$ cat config.mk
export PLATFORM = sky130hd
export DESIGN_NAME = dep_chk_pipe
export DESIGN_NICKNAME = d
export VERILOG_FILES = /design/src/rtl/dep_chk_pipe.sv
export SDC_FILE = /design/constraint.sdc
export NUM_CORES = 1
export LEC_CHECK = 0
export ABC_AREA = 0
export CAP_MARGIN = 20
export CORE_UTILIZATION = 50
export DETAILED_ROUTE_END_ITERATION = 16
export MAX_ROUTING_LAYER = met4
export PLACE_DENSITY = 0.76
export SETUP_SLACK_MARGIN = 0.05
export SYNTH_ARGS = -nofsm -noshare
export SYNTH_HDL_FRONTEND = slang
export SYNTH_SLANG_ARGS = --single-unit
$ cat constraint.sdc
create_clock -name clk_i -period 4.4 [get_ports clk_i]
set_input_delay 0.66 -clock clk_i [delete_from_list [all_inputs] [get_ports clk_i]]
set_output_delay 0.66 -clock clk_i [all_outputs]
set_load 0.05 [all_outputs]
$ cat src/rtl/dep_chk_pipe.sv
// dep_chk_pipe: registered rename dependency checker with in-group and stage1-group forwarding.
module dep_chk_pipe #(
  parameter int WIDTH       = 4,
  parameter int AREG_W      = 5,
  parameter int IDX_W       = $clog2(WIDTH),
  parameter int ZERO_REG_EN = 1,
  parameter int ZERO_REG    = 31
) (
  input  logic                        clk_i,
  input  logic                        rst_i,
  input  logic                        flush_i,
  input  logic                        in_vld_i,
  output logic                        in_rdy_o,
  input  logic [WIDTH-1:0]            slot_vld_i,
  input  logic [WIDTH*AREG_W-1:0]     ars1_i,
  input  logic [WIDTH*AREG_W-1:0]     ars2_i,
  input  logic [WIDTH*AREG_W-1:0]     ard_i,
  input  logic [WIDTH-1:0]            ard_vld_i,
  output logic                        out_vld_o,
  input  logic                        out_rdy_i,
  output logic [WIDTH*(2+IDX_W)-1:0]  rs1_sel_o,
  output logic [WIDTH*(2+IDX_W)-1:0]  rs2_sel_o,
  output logic [WIDTH*(2+IDX_W)-1:0]  rd_sel_o,
  output logic [WIDTH-1:0]            last_wr_o,
  output logic [WIDTH-1:0]            slot_vld_o
);
  localparam int SW = 2 + IDX_W;
  localparam logic [AREG_W-1:0] ZR = AREG_W'(ZERO_REG);
  logic                    out_vld_q, in_fire, out_fire;
  logic [WIDTH*SW-1:0]     sel_d [3];
  logic [WIDTH*SW-1:0]     sel_q [3];
  logic [WIDTH-1:0]        prod, last_wr_d, last_wr_q, slot_vld_q, prev_prod_q;
  logic [WIDTH*AREG_W-1:0] prev_ard_q;
  logic [AREG_W-1:0]       src;
  assign in_rdy_o   = !out_vld_q || out_rdy_i;
  assign in_fire    = in_vld_i && in_rdy_o;
  assign out_fire   = out_vld_q && out_rdy_i;
  assign out_vld_o  = out_vld_q;
  assign rs1_sel_o  = sel_q[0];
  assign rs2_sel_o  = sel_q[1];
  assign rd_sel_o   = sel_q[2];
  assign last_wr_o  = last_wr_q;
  assign slot_vld_o = slot_vld_q;
  always_comb begin
    src = '0;
    for (int k = 0; k < WIDTH; k++)
      prod[k] = slot_vld_i[k] && ard_vld_i[k] &&
                !(ZERO_REG_EN != 0 && ard_i[k*AREG_W +: AREG_W] == ZR);
    for (int k = 0; k < WIDTH; k++) begin
      last_wr_d[k] = prod[k];
      for (int j = 0; j < WIDTH; j++)
        if (j > k && prod[j] && ard_i[j*AREG_W +: AREG_W] == ard_i[k*AREG_W +: AREG_W])
          last_wr_d[k] = 1'b0;
    end
    // Ascending scans let the youngest match win; in-group hits override stage1 hits.
    for (int s = 0; s < 3; s++) begin
      sel_d[s] = '0;
      for (int k = 0; k < WIDTH; k++) begin
        src = s == 0 ? ars1_i[k*AREG_W +: AREG_W] :
              s == 1 ? ars2_i[k*AREG_W +: AREG_W] : ard_i[k*AREG_W +: AREG_W];
        sel_d[s][k*SW +: SW] = {2'b00, IDX_W'(k)};
        for (int p = 0; p < WIDTH; p++)
          if (out_vld_q && prev_prod_q[p] && prev_ard_q[p*AREG_W +: AREG_W] == src)
            sel_d[s][k*SW +: SW] = {2'b10, IDX_W'(p)};
        for (int j = 0; j < WIDTH; j++)
          if (j < k && prod[j] && ard_i[j*AREG_W +: AREG_W] == src)
            sel_d[s][k*SW +: SW] = {2'b01, IDX_W'(j)};
        if (ZERO_REG_EN != 0 && src == ZR)
          sel_d[s][k*SW +: SW] = '0;
      end
    end
  end
  always_ff @(posedge clk_i) begin
    if (rst_i) begin
      out_vld_q   <= 1'b0;
      sel_q[0]    <= '0;
      sel_q[1]    <= '0;
      sel_q[2]    <= '0;
      last_wr_q   <= '0;
      slot_vld_q  <= '0;
      prev_prod_q <= '0;
      prev_ard_q  <= '0;
    end else begin
      out_vld_q <= flush_i ? 1'b0 : in_fire ? 1'b1 : out_fire ? 1'b0 : out_vld_q;
      if (in_fire && !flush_i) begin
        sel_q[0]    <= sel_d[0];
        sel_q[1]    <= sel_d[1];
        sel_q[2]    <= sel_d[2];
        last_wr_q   <= last_wr_d;
        slot_vld_q  <= slot_vld_i;
        prev_prod_q <= prod;
        prev_ard_q  <= ard_i;
      end
    end
  end
endmodule
==> results of run 1 <==
-- cell usage after synthesis, drive strengths merged (2+ instances only) --
cell type and count:
xnor2 165, xor2 159, buf 86, edfxtp 45, nor3 41, nand4 40, nand2 37, clkbuf 35
dfxtp 32, nand3 32, nor2 27, a22o 24, a21oi 23, nor4 23, a31oi 18, o21ai 14
inv 8, a211oi 7, a31o 5, and3 5, a41o 4, and2 4, a21boi 3, a221oi 3
and4 3, nand2b 3, o211ai 3, o221ai 3, a2111oi 2, a21o 2, a311oi 2, a41oi 2
nand3b 2, nor2b 2, o21a 2, o21ba 2, o221a 2, or4 2
-- through the flow --
step           cell area, sq um  cells  power, mW  util [%]  setup WS, ns
3_5_place_dp               8610   1086       1.55      58.4          1.35
4_1_cts                    8890   1102       2.27      60.3          1.65
2_1_floorplan              7660    880       1.38         -          1.60
6_report                   8910   1103       2.28      60.4          1.66
5_1_grt                    8910   1103       2.36      60.4          1.55
3_3_place_gp               8610   1086       1.54      58.4          1.41
-- per-layer routing --
layer / wire [microns] / vias to the layer above / GRT usage (%) / share of wire (%)
li1: - / 3090 / - / -
met3: 2030 / 98 / 4.93 / 8.8
met5: 0 / - / - / 0
met4: 1250 / 0 / 18.0 / 5.4
met1: 9410 / 3168 / 37.6 / 41
met2: 10400 / 393 / 46.5 / 45
-- power groups by stage --
stage | Sequential (mW) | Clock, mW | Combinational (mW)
after floorplan | 0.916 | 0 | 0.459
after global placement | 0.884 | 0 | 0.657
after detailed placement | 0.883 | 0 | 0.669
after CTS | 0.868 | 0.734 | 0.673
after global routing | 0.872 | 0.766 | 0.724
final | 0.871 | 0.728 | 0.681
-- cells by family after synthesis --
group	Yosys count	share of synthesized area (%)
other	1	0.0490
buffers and inverters	129	9.22
flip-flops	77	26.0
AND/OR/NAND/NOR	223	15.6
XOR/XNOR	324	37.1
AO/OA/AOI/OAI	124	12.0
-- layout make-up --
class | instances | area [sq um] | share of cell area (%)
clock buffer | 9 | 225 | 2.53
clock inverter | 7 | 57.6 | 0.646
inverter | 8 | 30.0 | 0.337
multi-input combinational | 674 | 4970 | 55.7
sequential | 77 | 1990 | 22.4
tap | 184 | 230 | 2.58
timing repair buffer | 144 | 1410 | 15.8
-- worst max-delay path: cells and delay by family --
kind / cells / cell delay, ns
AND/OR/NAND/NOR: 1 / 0.16
buffers and inverters: 2 / 1.26
-- sequential cells by signal, indices dropped and copies added (netlist names) --
name / cells
prev_prod_q: 3
last_wr_o: 4
out_vld_o: 1
slot_vld_o: 4
sel_q: 45
prev_ard_q: 20
-- worst paths after layout --
| path | slack [ns] | depth (start not counted) | end | startpoint |
|---|---|---|---|---|
| worst min-delay path | 0.44 | 2 | prev_prod_q[0]$_SDFFE_PP0P_ | prev_prod_q[0]$_SDFFE_PP0P_ |
| worst max register to register | 1.83 | 5 | sel_q[0][13]$_SDFFCE_PP0P_ | prev_ard_q[4]$_SDFFE_PP0P_ |
| worst min register to register | 0.44 | 2 | prev_prod_q[0]$_SDFFE_PP0P_ | prev_prod_q[0]$_SDFFE_PP0P_ |
| worst max-delay path | 1.66 | 3 | in_rdy_o | out_rdy_i |
==> results.toml, run 1 <==
[run_status]
status = "finished with violations"
failed_checks = "design-rule violations"

[sta]
min_period_ns = 2.74
worstMarginPinSlew_ns = 1.10
slew_violations = 0
setup_tns_ns = 0
holdWs_ns = 0.437
setup_viol = 0
timing.final.crit_share_pct = 62.3
skew_ns = 0.00743
slew_headroom_pct = 26.6
rsz0062_at_grt = "no"
final_hold_viol_count = 0
fmax_ghz = 0.365

[critical_path]
cp_common_cell = "clkdlybuf4s50_1"
crit_chain = "clkdlybuf4s50_1 > nand2b_1 > clkdlybuf4s50_1"
cp.arrival_ns = 2.08
crit_fanout = 4
cp-end-kind = "output port"
crit_slowest_cell = "clkdlybuf4s50_1"
cp_slowest_stage_delay_ns = 0.82
path_class = "in2out"
critPathLaunchType = "input port"
critPathRequiredTime_ns = 3.74

[placement]
routabilityCongestion = 0.893
port_buffers = 127
dp_hpwl_microns = 15200

[cts]
path_clk_slew_ns = 0.07
clk_path_buf_depth = 2
postCtsHoldBufs = 0
h-tree-depth = 3
cts_tree = "done"
numCtsBuffers = 9
cts-root-buf = "clkbuf_16"
clock_sinks = 77
post_cts_buffers = 0
cts.repair.resized = 0
insertion_delay_ns = 0.35

[global_routing]
overflow = 0
grt_pass1_vias = 6399
grt_start_max_net_pins = 49
grt_pass1_wl_microns = 35400
antenna_found_initial = 0
grt_usage_pct = 30.3

[logic_synthesis]
syn_area_sq_mm = 0.00765
async_flop_share_pct = 0
synth_edf_count = 45
synth_area_leader_cell = "xnor2_1"
synth_cells = 878
ys_warn_count = 0
synth_seq_cells = 77
synth_area_leaders = "xnor2_1 (19%), xor2_1 (18%), edfxtp_1 (18%), dfxtp_1 (8.4%), nand4_1 (3.3%)"
ys_seq_area_share_pct = 26.0
yosysTopAreaCellShare_pct = 18.9
yosys_most_used_dff = "edfxtp_1"
ys_types = 55
postSynthAreaPerCell_sq_um = 8.71

[route]
first_pass_iters = 11
detail-route-antenna-nets = 0
vias = 6749
routedWlPerCell_microns = 20.9
avgViaCountPerCell = 6.12
drc = 5
routed_wl_microns = 23100
drt_iter0_drc = 542

[pwr]
switching_share_pct = 35.0
p_sw_mw = 0.799
p_leak_nw = 3.16
p_per_area_mw_per_mm2 = 256
comb_power_share_pct = 29.9
p_int_mw = 1.48
p_seq_share_pct = 38.2
pwr-share-clk_pct = 31.9
peakVddDrop_mv = 0.201

[final_layout]
syn_to_final_growth_pct = 16.5
fin_nets = 987
most-common-layout-cells = "xnor2_1 (165), xor2_1 (159), clkdlybuf4s50_1 (127)"
final_common_cell = "xnor2_1"
diodes = 0
n_fill_cell = 1275
drive_above_1_share_pct = 5.66

[die]
fp.dieW_microns = 126
rows = 44
die_area_sq_mm = 0.0158
floorplan.initialDensity_pct = 51.8
ioPinCount = 131
core_area_sq_mm = 0.0148
die_h_microns = 126

[min_path]
min_path_type = "reg2reg"

[run]
drv_cap = 0
Power figures use the tool's default switching activity.
==> inputs of run 2 (changes only) <==
==> constraint.sdc (replaced) <==
create_clock -name clk_i -period 2.8 [get_ports clk_i]
set_input_delay 0.42 -clock clk_i [delete_from_list [all_inputs] [get_ports clk_i]]
set_output_delay 0.42 -clock clk_i [all_outputs]
set_load 0.05 [all_outputs]
==> results.toml, run 2 (same netlist as run 1, synthesis figures left out) <==
[run_status]
status = "finished with violations"
failed_checks = "design-rule violations"

[run]
drv_cap = 0

[sta]
slew_violations = 0
rsz0062_at_grt = "no"
min_period_ns = 2.26
slew_headroom_pct = 51.8
skew_ns = 0.0116
timing.final.crit_share_pct = 80.9
setup_viol = 0
fmax_ghz = 0.442
worstMarginPinSlew_ns = 0.721
setup_tns_ns = 0
final_hold_viol_count = 0

[route]
drt_iter0_drc = 670
vias = 7062
drc = 5
route.met2.wl_microns = 11400
detail-route-antenna-nets = 0
first_pass_iters = 11
avgViaCountPerCell = 6.15
routedWlPerCell_microns = 21.5
routed_wl_microns = 24700
wl_met3_microns = 2490
top_layer_used = "met4"
wl_met1_microns = 9870

[critical_path]
crit_family = "buffers and inverters"
crit_fanout = 4
rrSetupSlack_ns = 0.61
critPathLaunchType = "input port"
cp-end-kind = "output port"
cp_common_cell = "clkdlybuf4s50_1"
cp.arrival_ns = 1.84
crit_slowest_cell = "clkdlybuf4s50_1"
critPathRequiredTime_ns = 2.38
crit_chain = "clkdlybuf4s50_1 > nand2b_1 > clkdlybuf4s50_1"
path_class = "in2out"
crit_buf_inv = 2
cp_slowest_stage_delay_ns = 0.82

[global_routing]
grt_usage_pct = 32.5
grt_start_max_net_pins = 37
grt_pass1_vias = 6704
grt_pass1_wl_microns = 37900
overflow = 0
antenna_found_initial = 0

[final_layout]
largest_reg_flops = 45
n_fill_cell = 1236
diodes = 0
most-common-layout-cells = "xnor2_1 (165), xor2_1 (159), clkdlybuf4s50_1 (127)"
final_common_cell = "xnor2_1"
reg_top3 = "sel_q (45), prev_ard_q (20)"
drive_above_1_share_pct = 10.1
syn_to_final_growth_pct = 21.9
fin_nets = 1033
regMostFlops = "sel_q"

[cts]
clock_sinks = 77
cts_tree = "done"
postCtsHoldBufs = 0
path_clk_slew_ns = 0.06
cts-root-buf = "clkbuf_16"
h-tree-depth = 3
numCtsBuffers = 9
post_cts_buffers = 0
clk_path_buf_depth = 2
insertion_delay_ns = 0.36
cts.repair.resized = 0

[die]
ioPinCount = 131
fp.dieW_microns = 126
core_area_sq_mm = 0.0148
die_area_sq_mm = 0.0158
die_h_microns = 126
rows = 44
floorplan.initialDensity_pct = 51.8

[min_path]
min_path_type = "reg2reg"

[placement]
dp_hpwl_microns = 17000
port_buffers = 127
routabilityCongestion = 0.925

[pwr]
total_power_mw = 3.74
p_leak_nw = 3.41
peakVddDrop_mv = 0.371
p_per_area_mw_per_mm2 = 402
run 2: changes by cell type in the layout (fill, tap and decap cells not counted), sizes merged:
| cell | previous run | this run |
|---|---|---|
| buf | 17 | 63 |
| bufinv | 0 | 1 |
| clkinv | 4 | 3 |
| clkinvlp | 0 | 1 |
| inv | 11 | 10 |
run 2: report_power, final:
part	leakage (nW)	total (mW)	switching [mW]	internal [mW]
combinational	2.52	1.20	0.698	0.506
clock	0.144	1.23	0.536	0.694
sequential	0.744	1.31	0.0558	1.25
total	3.41	3.74	1.29	2.45
run 2: final cells by class:
type	count	area, sq um	share of cell area [%]
multi-input combinational	674	4970	53.3
clock buffer	9	225	2.42
tap	184	230	2.47
clock inverter	7	72.6	0.778
timing repair buffer	190	1810	19.4
sequential	77	1990	21.4
inverter	8	30.0	0.322
run 2: stage by stage:
stage / hold slack [ns] / util [%] / std cells / setup slack, ns / instance area, sq um
final: 0.442 / 63.2 / 1149 / 0.535 / 9320
after global routing: 0.455 / 63.2 / 1149 / 0.439 / 9320
after CTS: 0.441 / 63.2 / 1149 / 0.520 / 9320
after detailed placement: 0.431 / 61.2 / 1133 / 0.298 / 9020
after global placement: 0.425 / 61.2 / 1133 / 0.317 / 9020
after floorplan: 0.416 / - / 880 / 0.0966 / 7660
run 2: path summary, 6_finish.rpt:
path,startpoint,endpoint,depth (start not counted)
min,prev_prod_q[0]$_SDFFE_PP0P_,prev_prod_q[0]$_SDFFE_PP0P_,2
max reg2reg,prev_ard_q[8]$_SDFFE_PP0P_,sel_q[0][45]$_SDFFCE_PP0P_,6
max,out_rdy_i,in_rdy_o,3
min reg2reg,prev_prod_q[0]$_SDFFE_PP0P_,prev_prod_q[0]$_SDFFE_PP0P_,2
run 2: metal layers:
metal  GRT usage, %  vias up
met2           50.1      431
met5              -        -
met1           41.3     3366
met3           5.40       94
met4           15.8        0
li1               -     3171
run 2: worst min-delay path, delay by kind of cell, from the launching register on:
| family | cells | cell delay, ns |
|---|---|---|
| flops | 1 | 0.31 |
| simple gates | 2 | 0.09 |
